==> src/rtl/ifu_fetch_if.sv <==
// Instruction-memory fetch bus: a single outstanding request held until acknowledged.
interface ifu_fetch_if;
  logic        imem_req;
  logic [31:0] imem_addr;
  logic        imem_ack;
  logic [31:0] imem_rdata;

  // Fetch unit side: drives the request and address, receives the instruction word.
  modport master (
    output imem_req,
    output imem_addr,
    input  imem_ack,
    input  imem_rdata
  );

  // Instruction memory side.
  modport slave (
    input  imem_req,
    input  imem_addr,
    output imem_ack,
    output imem_rdata
  );
endinterface

==> src/rtl/ifu_fetch.sv <==
// Instruction fetch unit: owns the PC, fetches one word at a time over a
// req/ack bus, holds it for decode and computes the next PC on retire.
// A misaligned redirect target freezes the unit in S_ERR until reset.
module ifu_fetch #(
  parameter logic [31:0] RESET_PC = 32'h0000_3000,
  parameter int          CNT_W    = 32
) (
  input  logic             clk,
  input  logic             rst_n,
  ifu_fetch_if.master      imem,
  output logic [31:0]      instr_o,
  output logic             instr_valid_o,
  input  logic             instr_ready_i,
  input  logic             wbeq_i,
  input  logic             wja_i,
  input  logic             wjr_i,
  input  logic [31:0]      jr_target_i,
  output logic [31:0]      pc_o,
  output logic [31:0]      pc_plus4_o,
  output logic [CNT_W-1:0] retired_cnt_o,
  output logic             fetch_err_o
);

  typedef enum logic [1:0] {
    S_REQ   = 2'd0,
    S_VALID = 2'd1,
    S_ERR   = 2'd2
  } state_e;

  state_e             state_q, state_d;
  logic [31:0]        pc_q, pc_d;
  logic [31:0]        instr_q, instr_d;
  logic               valid_q, valid_d;
  logic               req_q, req_d;
  logic [CNT_W-1:0]   cnt_q, cnt_d;
  logic               err_q, err_d;

  logic [31:0]        pc_plus4;
  logic [31:0]        branch_off;
  logic [31:0]        next_pc;

  assign pc_plus4   = pc_q + 32'd4;
  assign branch_off = {{14{instr_q[15]}}, instr_q[15:0], 2'b00};

  // Redirect target selection; only consumed on the retire cycle.
  always_comb begin
    if (wjr_i) begin
      next_pc = jr_target_i;
    end else if (wja_i) begin
      next_pc = {pc_plus4[31:28], instr_q[25:0], 2'b00};
    end else if (wbeq_i) begin
      next_pc = pc_plus4 + branch_off;
    end else begin
      next_pc = pc_plus4;
    end
  end

  // Next-state and register updates for the fetch/hold/error sequence.
  always_comb begin
    // NOTE: every _d gets its current value first so no path through the
    // case can leave a variable unassigned and infer a latch.
    state_d = state_q;
    pc_d    = pc_q;
    instr_d = instr_q;
    valid_d = valid_q;
    req_d   = req_q;
    cnt_d   = cnt_q;
    err_d   = err_q;

    case (state_q)
      S_REQ: begin
        // The ack only counts once the registered request is visible on the bus.
        if (req_q && imem.imem_ack) begin
          instr_d = imem.imem_rdata;
          valid_d = 1'b1;
          req_d   = 1'b0;
          state_d = S_VALID;
        end else begin
          req_d   = 1'b1;
        end
      end

      S_VALID: begin
        if (instr_ready_i) begin
          valid_d = 1'b0;
          if (next_pc[1:0] != 2'b00) begin
            err_d   = 1'b1;
            req_d   = 1'b0;
            state_d = S_ERR;
          end else begin
            pc_d    = next_pc;
            cnt_d   = cnt_q + CNT_W'(1);
            req_d   = 1'b1;
            state_d = S_REQ;
          end
        end
      end

      S_ERR: begin
        req_d   = 1'b0;
        valid_d = 1'b0;
      end

      default: begin
        req_d   = 1'b0;
        valid_d = 1'b0;
        state_d = S_REQ;
      end
    endcase
  end

  // State and datapath registers; reset aborts any in-flight handshake.
  always_ff @(posedge clk or negedge rst_n) begin
    if (!rst_n) begin
      state_q <= S_REQ;
      pc_q    <= RESET_PC;
      instr_q <= 32'h0;
      valid_q <= 1'b0;
      req_q   <= 1'b0;
      cnt_q   <= '0;
      err_q   <= 1'b0;
    end else begin
      // NOTE: non-blocking assignments so every register samples the
      // pre-edge values, independent of statement order.
      state_q <= state_d;
      pc_q    <= pc_d;
      instr_q <= instr_d;
      valid_q <= valid_d;
      req_q   <= req_d;
      cnt_q   <= cnt_d;
      err_q   <= err_d;
    end
  end

  assign imem.imem_req  = req_q;
  assign imem.imem_addr = pc_q;
  assign instr_o        = instr_q;
  assign instr_valid_o  = valid_q;
  assign pc_o           = pc_q;
  assign pc_plus4_o     = pc_plus4;
  assign retired_cnt_o  = cnt_q;
  assign fetch_err_o    = err_q;

endmodule

==> src/flat_wrapper.sv <==
// flat-port wrapper written by rule: the top's interface ports become plain ports
module ifu_fetch_flat 
#(
  parameter logic [31:0] RESET_PC = 32'h0000_3000,
  parameter int          CNT_W    = 32
)
  (clk, rst_n, instr_o, instr_valid_o, instr_ready_i, wbeq_i, wja_i, wjr_i, jr_target_i, pc_o, pc_plus4_o, retired_cnt_o, fetch_err_o, imem_imem_req, imem_imem_addr, imem_imem_ack, imem_imem_rdata);
  ifu_fetch_if imem_i ();
  input  logic clk;
  input  logic rst_n;
  output logic [31:0] instr_o;
  output logic instr_valid_o;
  input  logic instr_ready_i;
  input  logic wbeq_i;
  input  logic wja_i;
  input  logic wjr_i;
  input  logic [31:0] jr_target_i;
  output logic [31:0] pc_o;
  output logic [31:0] pc_plus4_o;
  output logic [CNT_W-1:0] retired_cnt_o;
  output logic fetch_err_o;
  output wire logic [$bits(imem_i.imem_req)-1:0] imem_imem_req;
  output wire logic [$bits(imem_i.imem_addr)-1:0] imem_imem_addr;
  input wire logic [$bits(imem_i.imem_ack)-1:0] imem_imem_ack;
  input wire logic [$bits(imem_i.imem_rdata)-1:0] imem_imem_rdata;
  assign imem_imem_req = imem_i.imem_req;
  assign imem_imem_addr = imem_i.imem_addr;
  assign imem_i.imem_ack = imem_imem_ack;
  assign imem_i.imem_rdata = imem_imem_rdata;
  ifu_fetch #(.RESET_PC(RESET_PC), .CNT_W(CNT_W)) u_core (.clk(clk), .rst_n(rst_n), .imem(imem_i), .instr_o(instr_o), .instr_valid_o(instr_valid_o), .instr_ready_i(instr_ready_i), .wbeq_i(wbeq_i), .wja_i(wja_i), .wjr_i(wjr_i), .jr_target_i(jr_target_i), .pc_o(pc_o), .pc_plus4_o(pc_plus4_o), .retired_cnt_o(retired_cnt_o), .fetch_err_o(fetch_err_o));
endmodule
==> config.mk <==
export PLATFORM = sky130hd
export DESIGN_NAME = ifu_fetch_flat
export DESIGN_NICKNAME = d
export VERILOG_FILES = /design/src/rtl/ifu_fetch_if.sv /design/src/rtl/ifu_fetch.sv /design/src/flat_wrapper.sv
export SDC_FILE = /design/constraint.sdc
export NUM_CORES = 1
export LEC_CHECK = 0
export ABC_AREA = 0
export BUFFER_PORTS_ARGS = -buffer_cell sky130_fd_sc_hd__buf_2
export CAP_MARGIN = 20
export CORE_ASPECT_RATIO = 0.75
export CORE_MARGIN = 4
export CORE_UTILIZATION = 47
export DETAILED_ROUTE_END_ITERATION = 10
export PLACE_DENSITY = 0.81
export SLEW_MARGIN = 20
export SYNTH_ARGS = -nofsm -noshare
export SYNTH_HDL_FRONTEND = slang
export SYNTH_SLANG_ARGS = --single-unit
==> constraint.sdc <==
create_clock -name clk -period 3.75 [get_ports clk]
set_input_delay 0.375 -clock clk [delete_from_list [all_inputs] [get_ports clk]]
set_output_delay 0.375 -clock clk [all_outputs]
set_load 0.1 [all_outputs]
# Word-level counts from Yosys, hierarchy flattened

Index checks and enable logic that the tools add are counted.

Bits in writable memories: 0
Memories kept: 0
Input port bits: 71
Latch bits: 0
Bits in read-only memories: 0
Word-level logic and storage cells: 38
Register bits: 101
Output and inout bits: 163

Eq/ne operators: 4
Bitwise logic cells: 2
Shift operators: 0
Multipliers: 0
Add/subtract/negate cells: 3
Div/mod/pow operators: 0
Magnitude comparators: 0
Multiplexer cells: 14
Reductions and logical operators: 8

Operator list:

| cell                                                   | count |
|---|---|
| 2-to-1 mux 32 bit                                      | 3 |
| adder 32 x 1 -> 32 bit (second input constant)         | 1 |
| adder 32 x 3 -> 32 bit (second input constant)         | 1 |
| adder 32 bit                                           | 1 |
| AND reduction 3 bit                                    | 3 |
| 2-to-1 mux 2 bit                                       | 3 |
| one-hot mux 2 bit (3 select lines)                     | 1 |
| 2-to-1 mux 1 bit                                       | 5 |
| one-hot mux 1 bit (2 select lines)                     | 2 |
| AND reduction 2 bit                                    | 2 |
| == test 2 x 1 -> 1 bit (second input constant)         | 1 |
| == test 2 bit (second input constant)                  | 1 |
| zero test 2 bit                                        | 1 |
| inequality test 2 x 1 -> 1 bit (second input constant) | 1 |
| inequality test 2 bit (second input constant)          | 1 |
| NOT 1 bit                                              | 2 |
| nonzero test 2 bit                                     | 1 |
| logical AND 1 bit                                      | 1 |

# Longest topological paths before layout

Depth in word-level cells: 9
Gate-level depth with buffers: 17
Depth with buffers taken out: 16

# Worst setup path after synthesis

Ideal clock, no wire load.

Path kind: register -> register
Start: register u_core.pc_q[2] (netlist: u_core.imem.imem_addr[2])
End: register u_core.pc_q[31] (netlist: u_core.imem.imem_addr[31])
Cell stages (with the launch flop): 16
Data required time: 3,619 ps
Data arrival time: 6,046 ps
Clock period less this slack: 6,177 ps
Slack: -2,427 ps
Path buffers: 0
Cells stage by stage: dfrtp_1 > ha_1 > and4_1 > nand4_1 > nor2_1 > nand3_1 > xnor2_1 > ha_1 > o211a_1 > a21boi_0 > o21ai_1 > or4_4 > a31oi_2 > xor2_1 > nor4b_1 > or3_1

Cells in the longest elaborated chain, start to end: 5

RTL lines:

| what                   | RTL line           | source |
|---|---|---|
| from (decl)            | ifu_fetch.sv:31    | `logic [31:0] pc_q, pc_d;` |
| from (signal assigned) | ifu_fetch.sv:126   | `pc_q <= pc_d;` |
| adder 32 x 3 -> 32 bit | ifu_fetch.sv:42    | `assign pc_plus4 = pc_q + 32'd4;` |
| net pc_plus4_o[18]     | flat_wrapper.sv:19 | `output logic [31:0] pc_plus4_o;` |
| adder 32 bit           | ifu_fetch.sv:52    | `next_pc = pc_plus4 + branch_off;` |
| 2-to-1 mux 32 bit      | ifu_fetch.sv:51    | `end else if (wbeq_i) begin` |
| 2-to-1 mux 32 bit      | ifu_fetch.sv:49    | `end else if (wja_i) begin` |
| 2-to-1 mux 32 bit      | ifu_fetch.sv:47    | `if (wjr_i) begin` |

The timed path passes the listed nets, and every way through them passes these cells.
A chain may end at the register's enable or synchronous reset.

# Worst setup path after layout

Start: register u_core.pc_q[3] (netlist: u_core.imem.imem_addr[3])
End: register u_core.pc_q[31] (netlist: u_core.imem.imem_addr[31])

Cells in the longest elaborated chain, start to end: 5

RTL lines:

| what                     | RTL line |
|---|---|
| adder 32 x 3 -> 32 bit * | ifu_fetch.sv:42 |
| adder 32 bit             | ifu_fetch.sv:52 |
| 2-to-1 mux 32 bit        | ifu_fetch.sv:51 |
| 2-to-1 mux 32 bit *      | ifu_fetch.sv:49 |
| 2-to-1 mux 32 bit *      | ifu_fetch.sv:47 |

Every way passes the cells marked *; elsewhere a longest branch is shown, timed or not.

==> flow_metrics.py <==
metrics = {
    "global_route": {
        "antenna_found_initial": 1,
        "grtUsageTotal": 0.2784,
        "grt_pass1_wl_um": 37300,
        "grt.overflow.total": 0,
        "grt_pass1_vias": 6838,
        "grt_start_max_net_pins": 67,
    },
    "synth": {
        "syn_nets": 879,
        "synth_cells": 770,
        "netlist_top_cells_area": "dfrtp_1 (36%), xnor2_1 (6.9%), ha_1 (6.6%)",
        "syn_avg_cell_area_um2": 9.061,
        "synthFlopType": "dfrtp_1",
        "yosysTopAreaCell": "dfrtp_1",
        "ys.warnings.count": 0,
        "synth-compound-area-share": 0.1774,
        "yosys.area_share.simple": 0.1662,
        "ys_ff_latch": 101,
        "async_reset_ff_frac": 1.000,
        "synth.cell_area_um2": 6977,
        "synth.top_cell.area_share": 0.3551,
        "synth_top_family_by_area": "compound AO/OA/AOI/OAI gates",
        "synth_xor_area_frac": 0.1053,
        "synth-seq-area-share": 0.3626,
        "synthMuxAreaShare": 0.06008,
        "ys_types": 60,
        "synthAdderAreaFrac": 0.06923,
        "synth_edf_count": 0,
    },
    "flow_run": {
        "drv_cap": 0,
    },
    "timing": {
        "rsz0062_at_grt": "yes",
        "worst_pin_slew_ps": 1117,
        "setup_viol": 0,
        "setup_ws_ps": 23.56,
        "clock_skew_ps": 12.61,
        "min_period_ps": 3726,
        "maxSlewViolCount": 0,
        "clock.fmax_mhz": 268.4,
        "hold_violations": 0,
        "max-slew-margin-rel": 0.2536,
        "fin_crit_sh": 0.9937,
    },
    "power": {
        "swShare": 0.2620,
        "peakVddDrop_uv": 276.0,
        "p_leak_nw": 5.106,
        "p_switching_w": 0.0005718,
        "p_int_w": 0.001611,
        "p_total_w": 0.002183,
        "p_seq_frac": 0.498,
        "pwr-share-comb": 0.056,
        "pwr-share-clk": 0.446,
        "power_density_nw_per_um2": 223.3,
    },
    "clocking": {
        "cts_num_sinks": 101,
        "cts_htree_levels": 3,
        "cts_tree": "yes",
        "path_clk_slew_ps": 80,
        "numCtsBuffers": 9,
        "cts.path.max_buffers": 2,
        "clkLatencyLatePin_ps": 350,
        "hold_buffers": 0,
        "clock-root-buffer": "clkbuf_16",
    },
    "layout": {
        "nets": 1143,
        "mostFrequentLayoutCell": "buf_2",
        "final_layout_size_suffix_gt1_frac": 0.4562,
        "final_cell_mix": "buf_2 (232), nand2_1 (87), buf_4 (83)",
        "diodes": 0,
        "fin_area_um2": 9774,
        "area_growth_pct": 40.10,
    },
    "route": {
        "drt_iter0_markers": 651,
        "antenna_left": 0,
        "wl_um": 24200,
        "vias": 7126,
        "routedWlPerCell_um": 19.53,
        "drc": 0,
        "firstDrtPassIters": 5,
        "viasPerCell": 5.751,
    },
    "placed_design": {
        "pre_cts_slack_ps": -112.8,
        "numPortBuffers": 233,
        "dpl_cell_area_um2": 9163,
        "place_hpwl_um": 18160,
        "gp_congestion": 0.9789,
    },
    "worst_hold_path": {
        "hold_path.class": "input port to asynchronous set/reset pin",
    },
    "die": {
        "die-area_um2": 16880,
        "io-pin-count": 234,
        "core_area_um2": 14500,
        "initial_core_util": 0.4811,
        "die_w_um": 148.7,
        "std_cell_rows": 38,
        "die_y_um": 113.5,
    },
    "worst_setup_path": {
        "crit_type": "register to register",
        "arrival_ps": 3940,
        "crit_required_ps": 3970,
        "cp_max_fo": 6,
        "end_kind": "register",
        "cp-start-kind": "register",
    },
    "status": {
        "status": "completed",
    },
}
cells in the mapped netlist, types with 19 or more instances:
cell      count
buf_4        34
nor2_1       56
xor2_1       27
mux2_2       31
a21o_1       20
o21ai_0      34
dfrtp_1      99
nand3_1      35
a21oi_1      50
xnor2_1      55
ha_1         37
clkbuf_1     24
nand2_1      88
o211ai_1     19
power groups by stage:
| stage | Combinational (W) | Sequential [W] | Clock, W |
|---|---|---|---|
| floorplan | 0.0000430 | 0.00111 | 0 |
| global placement | 0.000118 | 0.00111 | 0 |
| detailed placement | 0.000120 | 0.00111 | 0 |
| CTS | 0.000121 | 0.00109 | 0.000984 |
| global route | 0.000136 | 0.00109 | 0.00103 |
| finish | 0.000122 | 0.00109 | 0.000973 |
kinds of logic (layout without fill, tap and decap cells):
| group | after synthesis | in the layout |
|---|---|---|
| and+or+nand+nor | 243 | 243 |
| AOI/OAI and AO/OA | 192 | 192 |
| DFF | 101 | 101 |
| xor gates and xnor gates | 83 | 83 |
| buffers and inverters | 75 | 344 |
| adders and majority gates | 38 | 38 |
| muxes | 38 | 38 |
area by class of cell:
| cell class | instances | area (um^2) |
|---|---|---|
| Multi-Input combinational cell | 594 | 4770 |
| Fill cell | 1155 | 4727 |
| Sequential cell | 101 | 2603 |
| Timing Repair Buffer | 316 | 1795 |
| Tap cell | 200 | 250.2 |
| Clock buffer | 9 | 225.2 |
| Clock inverter | 7 | 86.33 |
| Inverter | 12 | 45.04 |
registers in the layout, indices dropped and copies added, names as in the netlist:
signal and count:
u_core.retired_cnt_o 32, u_core.fetch_err_o 1, u_core.instr_o 32, u_core.instr_valid_o 1, u_core.imem.imem_addr 32, u_core.imem.imem_req 1, u_core.state_q 2
critical path, cell delays in order, from the launching register on:
cell	delay [ps]
dfrtp_4	440
ha_4	140
and4_4	220
nand4_1	180
nor2_4	210
nand3_4	110
xnor2_4	170
ha_4	310
o211a_1	180
a21boi_2	190
o21ai_1	100
or4_4	520
a31oi_2	160
xor2_1	190
a21oi_1	90
or3_1	400
through the flow:
stage / setup TNS [ps] / instances / hold WS [ps] / util
floorplan: -7113 / 770 / 79.41 / -
global placement: -14.98 / 1213 / 447.8 / 0.6318
detailed placement: -112.8 / 1213 / 455.6 / 0.6318
CTS: 0 / 1236 / 150.6 / 0.6595
global route: -188.0 / 1239 / 176.8 / 0.6740
finish: 0 / 1239 / 117.7 / 0.6740
path summary, 6_finish.rpt:
| check | from | end | slack, ps | depth (start not counted) |
|---|---|---|---|---|
| max | u_core.imem.imem_addr[3]$_DFFE_PN0P_ | u_core.imem.imem_addr[31]$_DFFE_PN0P_ | 20 | 15 |
| min | rst_n | u_core.retired_cnt_o[10]$_DFFE_PN0P_ | 120 | 1 |
| max reg2reg | u_core.imem.imem_addr[3]$_DFFE_PN0P_ | u_core.imem.imem_addr[31]$_DFFE_PN0P_ | 20 | 15 |
| min reg2reg | u_core.retired_cnt_o[31]$_DFFE_PN0P_ | u_core.retired_cnt_o[31]$_DFFE_PN0P_ | 480 | 1 |
| max in group asynchronous | rst_n | u_core.instr_o[1]$_DFFE_PN0P_ | 2810 | 2 |
| min in group clk | imem_imem_rdata[17] | u_core.instr_o[17]$_DFFE_PN0P_ | 240 | 3 |
what timing repair did:
item,4_1_cts,5_1_grt
buffers inserted,7,3
setup endpoints to repair,1,11
resized for setup,8,31
pin swaps,9,23
metal layers:
| layer | GRT usage | vias up | part of all wire | routed length, um |
|---|---|---|---|---|
| met1 | 0.3983 | 3466 | 0.42 | 10270 |
| li1 | - | 3252 | - | - |
| met4 | 0.06092 | 2 | 0.021 | 503 |
| met2 | 0.4422 | 350 | 0.47 | 11350 |
| met5 | 0 | - | 0.00054 | 13 |
| met3 | 0.05441 | 56 | 0.085 | 2058 |
Power figures use the tool's default switching activity.
